$ cat src/rtl/usr_pkg.sv
// usr_pkg: mode codes and FSM state encoding for the universal shift register.
package usr_pkg;
  localparam logic [2:0] MODE_HOLD = 3'b000;
  localparam logic [2:0] MODE_SHR  = 3'b001;
  localparam logic [2:0] MODE_SHL  = 3'b010;
  localparam logic [2:0] MODE_LOAD = 3'b011;
  localparam logic [2:0] MODE_ROR  = 3'b100;
  localparam logic [2:0] MODE_ROL  = 3'b101;
  localparam logic [2:0] MODE_ASR  = 3'b110;
  localparam logic [2:0] MODE_RSVD = 3'b111;
  typedef enum logic {ST_IDLE, ST_RUN} state_t;
endpackage

$ cat src/rtl/usr_step.sv
// usr_step: combinational next-q for one shift/load step; rotates only with USR_ROTATE_EN.
module usr_step
  import usr_pkg::*;
#(
  parameter int WIDTH = 8
) (
  input  logic [WIDTH-1:0] i_q,
  input  logic [2:0]       i_mode,
  input  logic             i_sr,
  input  logic             i_sl,
  input  logic [WIDTH-1:0] i_d,
  output logic [WIDTH-1:0] o_q
);
  logic [WIDTH-1:0] w_ror;
  logic [WIDTH-1:0] w_rol;
`ifdef USR_ROTATE_EN
  assign w_ror = {i_q[0], i_q[WIDTH-1:1]};
  assign w_rol = {i_q[WIDTH-2:0], i_q[WIDTH-1]};
`else
  assign w_ror = i_q;
  assign w_rol = i_q;
`endif
  always_comb begin
    o_q = (i_mode == MODE_SHR)  ? {i_sr, i_q[WIDTH-1:1]} :
          (i_mode == MODE_SHL)  ? {i_q[WIDTH-2:0], i_sl} :
          (i_mode == MODE_LOAD) ? i_d :
          (i_mode == MODE_ROR)  ? w_ror :
          (i_mode == MODE_ROL)  ? w_rol :
          (i_mode == MODE_ASR)  ? {i_q[WIDTH-1], i_q[WIDTH-1:1]} : i_q;
  end
endmodule

$ cat src/rtl/univ_shift_reg_seq.sv
// univ_shift_reg_seq: universal shift register with sequenced multi-step shift.
// Define USR_ROTATE_EN to enable rotate codes 100/101.
module univ_shift_reg_seq
  import usr_pkg::*;
#(
  parameter int WIDTH = 8,
  parameter int AMT_W = $clog2(WIDTH + 1)
) (
  input  logic             clk,
  input  logic             clr,
  input  logic             en,
  input  logic [2:0]       mode,
  input  logic             serialright,
  input  logic             serialleft,
  input  logic [WIDTH-1:0] in,
  input  logic             start,
  input  logic [AMT_W-1:0] amount,
  output logic [WIDTH-1:0] q,
  output logic             busy,
  output logic             done
);
  state_t           r_state;
  logic [WIDTH-1:0] r_q;
  logic [AMT_W-1:0] r_cnt;
  logic [2:0]       r_mode;
  logic             r_busy;
  logic             r_done;
  logic [WIDTH-1:0] w_next;
  logic [AMT_W-1:0] w_amt;
  logic             w_shift_ok;
  assign w_amt = (amount > AMT_W'(WIDTH)) ? AMT_W'(WIDTH) : amount;
`ifdef USR_ROTATE_EN
  assign w_shift_ok = (mode == MODE_SHR) || (mode == MODE_SHL) || (mode == MODE_ASR) ||
                      (mode == MODE_ROR) || (mode == MODE_ROL);
`else
  assign w_shift_ok = (mode == MODE_SHR) || (mode == MODE_SHL) || (mode == MODE_ASR);
`endif
  usr_step #(.WIDTH(WIDTH)) u_step (
    .i_q    (r_q),
    .i_mode ((r_state == ST_RUN) ? r_mode : mode),
    .i_sr   (serialright),
    .i_sl   (serialleft),
    .i_d    (in),
    .o_q    (w_next)
  );
  always_ff @(posedge clk or posedge clr) begin
    if (clr) begin
      r_state <= ST_IDLE;
      r_q     <= '0;
      r_cnt   <= '0;
      r_mode  <= MODE_HOLD;
      r_busy  <= 1'b0;
      r_done  <= 1'b0;
    end else begin
      r_done <= 1'b0;
      if (r_state == ST_IDLE) begin
        if (start) begin
          r_mode <= mode;
          if (w_amt == '0 || !w_shift_ok) begin
            r_q    <= (mode == MODE_LOAD) ? in : r_q;
            r_done <= 1'b1;
          end else begin
            r_state <= ST_RUN;
            r_busy  <= 1'b1;
            r_cnt   <= w_amt;
          end
        end else if (en) begin
          r_q <= w_next;
        end
      end else begin
        r_q   <= w_next;
        r_cnt <= r_cnt - AMT_W'(1);
        if (r_cnt == AMT_W'(1)) begin
          r_state <= ST_IDLE;
          r_busy  <= 1'b0;
          r_done  <= 1'b1;
        end
      end
    end
  end
  assign q    = r_q;
  assign busy = r_busy;
  assign done = r_done;
endmodule

$ cat config.mk
export PLATFORM = sky130hd
export DESIGN_NAME = univ_shift_reg_seq
export DESIGN_NICKNAME = d
export VERILOG_FILES = /design/src/rtl/usr_pkg.sv /design/src/rtl/usr_step.sv /design/src/rtl/univ_shift_reg_seq.sv
export SDC_FILE = /design/constraint.sdc
export NUM_CORES = 1
export LEC_CHECK = 0
export CAP_MARGIN = 15
export CORE_MARGIN = 2
export CORE_UTILIZATION = 45
export CTS_BUF_LIST = sky130_fd_sc_hd__clkbuf_16
export DETAILED_ROUTE_END_ITERATION = 10
export PLACE_DENSITY = 0.78
export SLEW_MARGIN = 40
export SYNTH_ARGS = -nofsm -noshare
export SYNTH_HDL_FRONTEND = slang
export SYNTH_SLANG_ARGS = --single-unit
export TNS_END_PERCENT = 10
$ cat constraint.sdc
create_clock -name clk -period 1.5 [get_ports clk]
set_input_delay 0.3 -clock clk [delete_from_list [all_inputs] [get_ports clk]]
set_output_delay 0.3 -clock clk [all_outputs]
set_load 0.005 [all_outputs]
==> results of run 1 <==
[cell usage in the layout (no fill, tap or decap), drive strengths merged, types with 3 or more instances in the layout]
cell,count
buf,33
nand2,22
clkdlybuf4s50,20
dfrtp,18
a21oi,15
o21ai,10
nand2b,9
dlygate4sd2,8
a31oi,8
nor4,8
o22a,7
o211ai,7
a41o,7
mux2i,6
nor2b,6
inv,5
clkbuf,5
nand3b,3
nor2,3
nor4b,3
or3b,3
[through the flow]
stage / std cells / cell area, um^2
6_report: 271 / 2170
5_1_grt: 271 / 2170
4_1_cts: 271 / 2160
3_5_place_dp: 264 / 1970
3_3_place_gp: 264 / 1970
2_1_floorplan: 173 / 1480
[worst max-delay path by stage]
stage | from | end
global placement | mode[2] | q[6]
finish | r_state | q[3]
floorplan | mode[2] | q[4]
global route | r_state | q[0]
CTS | r_state | q[3]
detailed placement | mode[0] | r_cnt[1]
[flip-flops by register name (all words and copies together), names as in the netlist]
| name | count |
|---|---|
| q | 8 |
| r_cnt | 4 |
| r_mode | 3 |
| busy | 1 |
| done | 1 |
| r_state | 1 |
[logic make-up after synthesis]
group	Yosys count
AOI/OAI and AO/OA	61
DFF	18
adders and majority gates	2
and+or+nand+nor	66
xor gates and xnor gates	2
muxes	7
buffers and inverters	17
[metal layers]
metal | vias to the layer above | wire length [um]
li1 | 771 | -
met1 | 789 | 1930
met2 | 95 | 2280
met3 | 13 | 391
met4 | 0 | 83
met5 | - | 0
[timing repair]
item                       4_1_cts  5_1_grt
pin swaps                        8        6
resized for setup               30        7
buffers inserted                 4        0
setup endpoints to repair       23       15
hold endpoints to repair         0        0
[worst register-to-register path: cells and delay by family (launching register included)]
| family | cells | cell delay, ns |
|---|---|---|
| buffers and inverters | 2 | 0.29 |
| AO/OA/AOI/OAI | 1 | 0.19 |
| AND/OR/NAND/NOR | 2 | 0.60 |
| flip-flops | 1 | 0.47 |
[power by group through the flow]
| stage | Clock [mW] | Sequential, mW | Combinational [mW] |
|---|---|---|---|
| after detailed placement | 0 | 1.05 | 2.20 |
| after global placement | 0 | 1.02 | 2.13 |
| after CTS | 0.543 | 1.06 | 2.36 |
| after floorplan | 0 | 0.985 | 1.34 |
| after global routing | 0.563 | 1.14 | 2.63 |
| final | 0.544 | 1.09 | 2.44 |
[area by class of cell]
type | instances | share of cell area [%]
clock buffer | 3 | 3.46
inverter | 5 | 0.864
multi-input combinational | 138 | 47.4
sequential | 18 | 20.8
tap | 44 | 2.53
timing repair buffer | 63 | 25.0
==> flow_summary.yaml, run 1 <==
placement:
  io_buffer_count: 30
  post-dp-hpwl_mm: 3.14
  gp_congestion: 0.887
  post-place-ws_ns: -0.622
synthesis:
  ys_warn_count: 0
  synth_top_area_share_pct: 30.6
  syn-mean-instance-area_um2: 8.51
  synthDistinctLibCells: 42
  yosys.area_share.simple_pct: 27.1
  synth_top_family_by_area: "compound AO/OA/AOI/OAI gates"
  yosysTopAreaCell: "dfrtp_1"
  synth_compound_area_share_pct: 28.5
  synth_area_um2: 1470
  muxShareOfSynthArea_pct: 4.84
  synth-adder-area-share_pct: 1.70
  synthArstFlopShare_pct: 100
  synth_cells: 173
  ys_seq_area_share_pct: 30.6
  ys_seq_elements: 18
  synth_fp_nets: 196
  yosys-top-cells-area: "dfrtp_1 (31%), nand2_1 (5.6%), a21oi_1 (5.1%)"
  synthMostInstantiatedCell: "nand2_1"
  synth_ff_type: "dfrtp_1"
  yosys-top-cells-count: "nand2_1 (22), dfrtp_1 (18), a21oi_1 (15)"
  synthXorXnorAreaFrac_pct: 1.19
  synth_edf_count: 0
sta:
  setup_viol: 13
  period_share_pct: 110
  setup_tns_ns: -1.24
  rsz0062_at_grt: "true"
  fin_skew_ns: 0.00720
  whs_ns: 0.367
  worst_pin_slew_ns: 0.388
  period_minus_slack_ns: 1.65
  drv_slew: 0
  slew_headroom_pct: 74.1
  finalWorstSetupSlack_ns: -0.150
  fmax_mhz: 606
  finalHoldViolCount: 0
layout:
  final_nets: 252
  antennaDiodeCount: 0
  drive_above_1_share_pct: 26.4
  post-route-util_pct: 70.6
  area_growth_pct: 47.5
  nFillCells: 256
  multi_input_area_um2: 1030
  regArea_um2: 452
critical_path:
  critPathCaptureType: "flip-flop"
  r2r-end: "q[3]"
  required_ns: 1.64
  crit_cells: 5
  crit_type: "flip-flop to flip-flop"
  slowest_delay_ns: 0.47
  regToRegSetupSlack_ns: -0.15
  startpoint_type: "flip-flop"
  reg2reg_from: "r_state"
  slowest_stage: "dfrtp_2"
  cp_num_buf_inv: 2
  reg2reg_depth: 5
  path_cells: "buf_6 -> buf_4 -> or3_4 -> nor2b_4 -> a41o_1"
  critPathMaxFanout: 7
  cp.arrival_ns: 1.79
  path_delay_family: "simple AND/OR/NAND/NOR gates"
routing:
  first_pass_iters: 5
  antenna_left: 0
  drt_iter0_markers: 129
  wl_mm: 4.69
  vias_per_cell: 6.15
  drc: 0
  routedWlPerCell_um: 17.3
  vias: 1668
cts:
  clockBufferDepth: 2
  cts-buffers-inserted: 3
  clock_tree.root_cell: "clkbuf_16"
  clock_sinks: 18
  clk_latency_ns: 0.25
  ctsHoldBuffers: 0
  path_clk_slew_ns: 0.06
  htree_levels: 1
  cts_tree: "built"
global_route:
  grt_max_degree: 19
  grt_pass1_vias: 1583
  grtUsageMet1_pct: 35.1
  grt-ovfl-total: 0
  top_usage_layer: "met2"
  grtUsageMet2_pct: 41.8
  use_met3_pct: 5.88
  grt_pass1_wl_mm: 7.42
  grt.total_usage_pct: 26.8
  antenna_found_initial: 0
die:
  die_h_um: 61.2
  io_pins: 31
  dieArea_um2: 3750
  row_count: 20
  fp.dieW_um: 61.2
  initial_utilization_pct: 47.8
  fp.coreArea_um2: 3080
worst_hold_path:
  holdCritPathClass: "primary input to async pin"
power_and_ir_drop:
  power_frac_seq_pct: 26.8
  clock_power_share_pct: 13.4
  p_per_area_nw_per_um2: 1880
  ir_drop_v: 0.000905
  p_int_mw: 2.43
  swShare_pct: 40.3
  p_leak_nw: 0.927
  combPwrFrac_pct: 59.8
  finalPower_mw: 4.07
  switching_power_mw: 1.64
outcome:
  outcome: "finished with violations"
  violations: "negative setup slack"
run:
  maxCapViolCount: 0
No activity file was read; power rests on OpenSTA's default activity.
==> inputs of run 2 (changes only) <==
SETUP_SLACK_MARGIN = 0.5   (was default)
==> run 2 against run 1 <==
Net effect: the flow still finishes with violations (negative setup slack); count of clock-buffer cells in the layout is the same; sequential power about the same; wire length rose by 0.55%; global-route usage shrank 0.42 points; critical path depth unchanged; setup slack better by 0.0060 ns; non-clock buffer count grew 1; flip-flop and latch count is the same; clock power shrank 0.9%; combinational power is 2% higher; total power up 1.9%; clock skew shrank 0.0051 ns.
==> flow_summary.yaml, run 2 (same netlist as run 1, synthesis figures left out) <==
cts:
  cts_tree: "built"
  htree_levels: 1
  clockBufferDepth: 2
  clock_sinks: 18
  cts-buffers-inserted: 3
  clk_latency_ns: 0.25
  path_clk_slew_ns: 0.05
  clock_tree.root_cell: "clkbuf_16"
  ctsHoldBuffers: 0
critical_path:
  r2r-end: "q[6]"
  startpoint_type: "flip-flop"
  reg2reg_depth: 5
  cp.arrival_ns: 1.78
  reg2reg_from: "r_state"
  crit_type: "flip-flop to flip-flop"
  critPathMaxFanout: 8
  required_ns: 1.64
  critPathCaptureType: "flip-flop"
  regToRegSetupSlack_ns: -0.14
die:
  initial_utilization_pct: 47.8
  fp.dieW_um: 61.2
  row_count: 20
  dieArea_um2: 3750
  die_h_um: 61.2
  io_pins: 31
  fp.coreArea_um2: 3080
sta:
  fmax_mhz: 608
  slew_headroom_pct: 75.5
  drv_slew: 0
  worst_pin_slew_ns: 0.364
  finalHoldViolCount: 0
  whs_ns: 0.373
  fin_skew_ns: 0.00210
  finalWorstSetupSlack_ns: -0.144
  period_share_pct: 110
  rsz0062_at_grt: "true"
  period_minus_slack_ns: 1.64
  setup_viol: 13
routing:
  antenna_left: 0
  first_pass_iters: 4
  routedWlPerCell_um: 17.3
  drt_iter0_markers: 135
  drc: 0
  vias_per_cell: 6.09
  vias: 1657
  wl_mm: 4.72
power_and_ir_drop:
  p_int_mw: 2.45
  p_per_area_nw_per_um2: 1890
  switching_power_mw: 1.70
  combPwrFrac_pct: 60.0
  swShare_pct: 41.0
  power_frac_seq_pct: 27.0
  clock_power_share_pct: 13.0
  ir_drop_v: 0.000875
  p_leak_nw: 0.964
layout:
  antennaDiodeCount: 0
  stdcell_count: 272
  final_common_cell: "buf_4"
  mostFrequentLayoutCells: "buf_4 (28), nand2_1 (19), dfrtp_1 (16)"
  area_growth_pct: 49.3
  largest_register_ffs: 8
  final_nets: 253
  drive_above_1_share_pct: 33.8
placement:
  post-dp-hpwl_mm: 3.14
  placed_cells: 264
  gp_congestion: 0.887
  post-place-ws_ns: -0.622
  io_buffer_count: 30
global_route:
  grt-ovfl-total: 0
  antenna_found_initial: 0
  grt_pass1_vias: 1541
  grt.total_usage_pct: 26.4
  grt_max_degree: 19
  grt_pass1_wl_mm: 7.19
outcome:
  outcome: "finished with violations"
  violations: "negative setup slack"
run:
  maxCapViolCount: 0
worst_hold_path:
  holdCritPathClass: "primary input to async pin"
run 2: worst max-delay path, cell delays in order (launching register included):
cell,delay [ns]
dfrtp_2,0.47
buf_6,0.14
or3b_4,0.45
a21oi_2,0.18
o21ai_1,0.08
a41o_1,0.21
run 2: power by group through the flow:
stage               Combinational, mW  Sequential, mW  Clock [mW]
finish                           2.49            1.12       0.539
global route                     2.68            1.16       0.566
CTS                              2.33            1.06       0.543
detailed placement               2.20            1.05           0
floorplan                        1.34           0.985           0
global placement                 2.13            1.02           0
run 2: how the worst max path moves through the flow:
stage / from / to / depth (start not counted)
2_1_floorplan: mode[2] / q[4] / 7
3_3_place_gp: mode[2] / q[6] / 6
3_5_place_dp: mode[0] / r_cnt[1] / 5
4_1_cts: r_state / q[3] / 5
5_1_grt: r_state / q[7] / 5
6_report: r_state / q[6] / 5
run 2: repair_timing:
action	in CTS	in global routing
endpoints found under the setup margin	28	28
pin swaps	12	7
setup buffers	4	1
resized for setup	66	19
run 2: layout make-up:
class / count / area (um^2)
fillers: 245 / 880
inverters: 5 / 18.8
clock buffers: 3 / 75.1
repair buffers: 64 / 526
multi-input cells: 138 / 1070
flip-flops and latches: 18 / 453
well taps: 44 / 55.1
run 2: per-layer routing:
layer / GRT usage (%) / part of all wire [%] / wire length (um) / vias up
li1: - / - / - / 774
met1: 33.7 / 41 / 1940 / 794
met2: 43.9 / 51 / 2410 / 79
met3: 4.83 / 6.8 / 322 / 10
met4: 10.6 / 1.0 / 49 / 0
met5: 0 / 0 / 0 / -
run 2: per-stage QoR:
| step | area (um^2) | utilization, % | power (mW) | setup TNS, ns |
|---|---|---|---|---|
| 2_1_floorplan | 1480 | - | 2.33 | -1.13 |
| 3_3_place_gp | 1970 | 64.1 | 3.15 | -7.92 |
| 3_5_place_dp | 1970 | 64.1 | 3.24 | -8.61 |
| 4_1_cts | 2140 | 69.5 | 3.94 | -1.33 |
| 5_1_grt | 2200 | 71.4 | 4.41 | -1.86 |
| 6_report | 2200 | 71.4 | 4.15 | -1.12 |
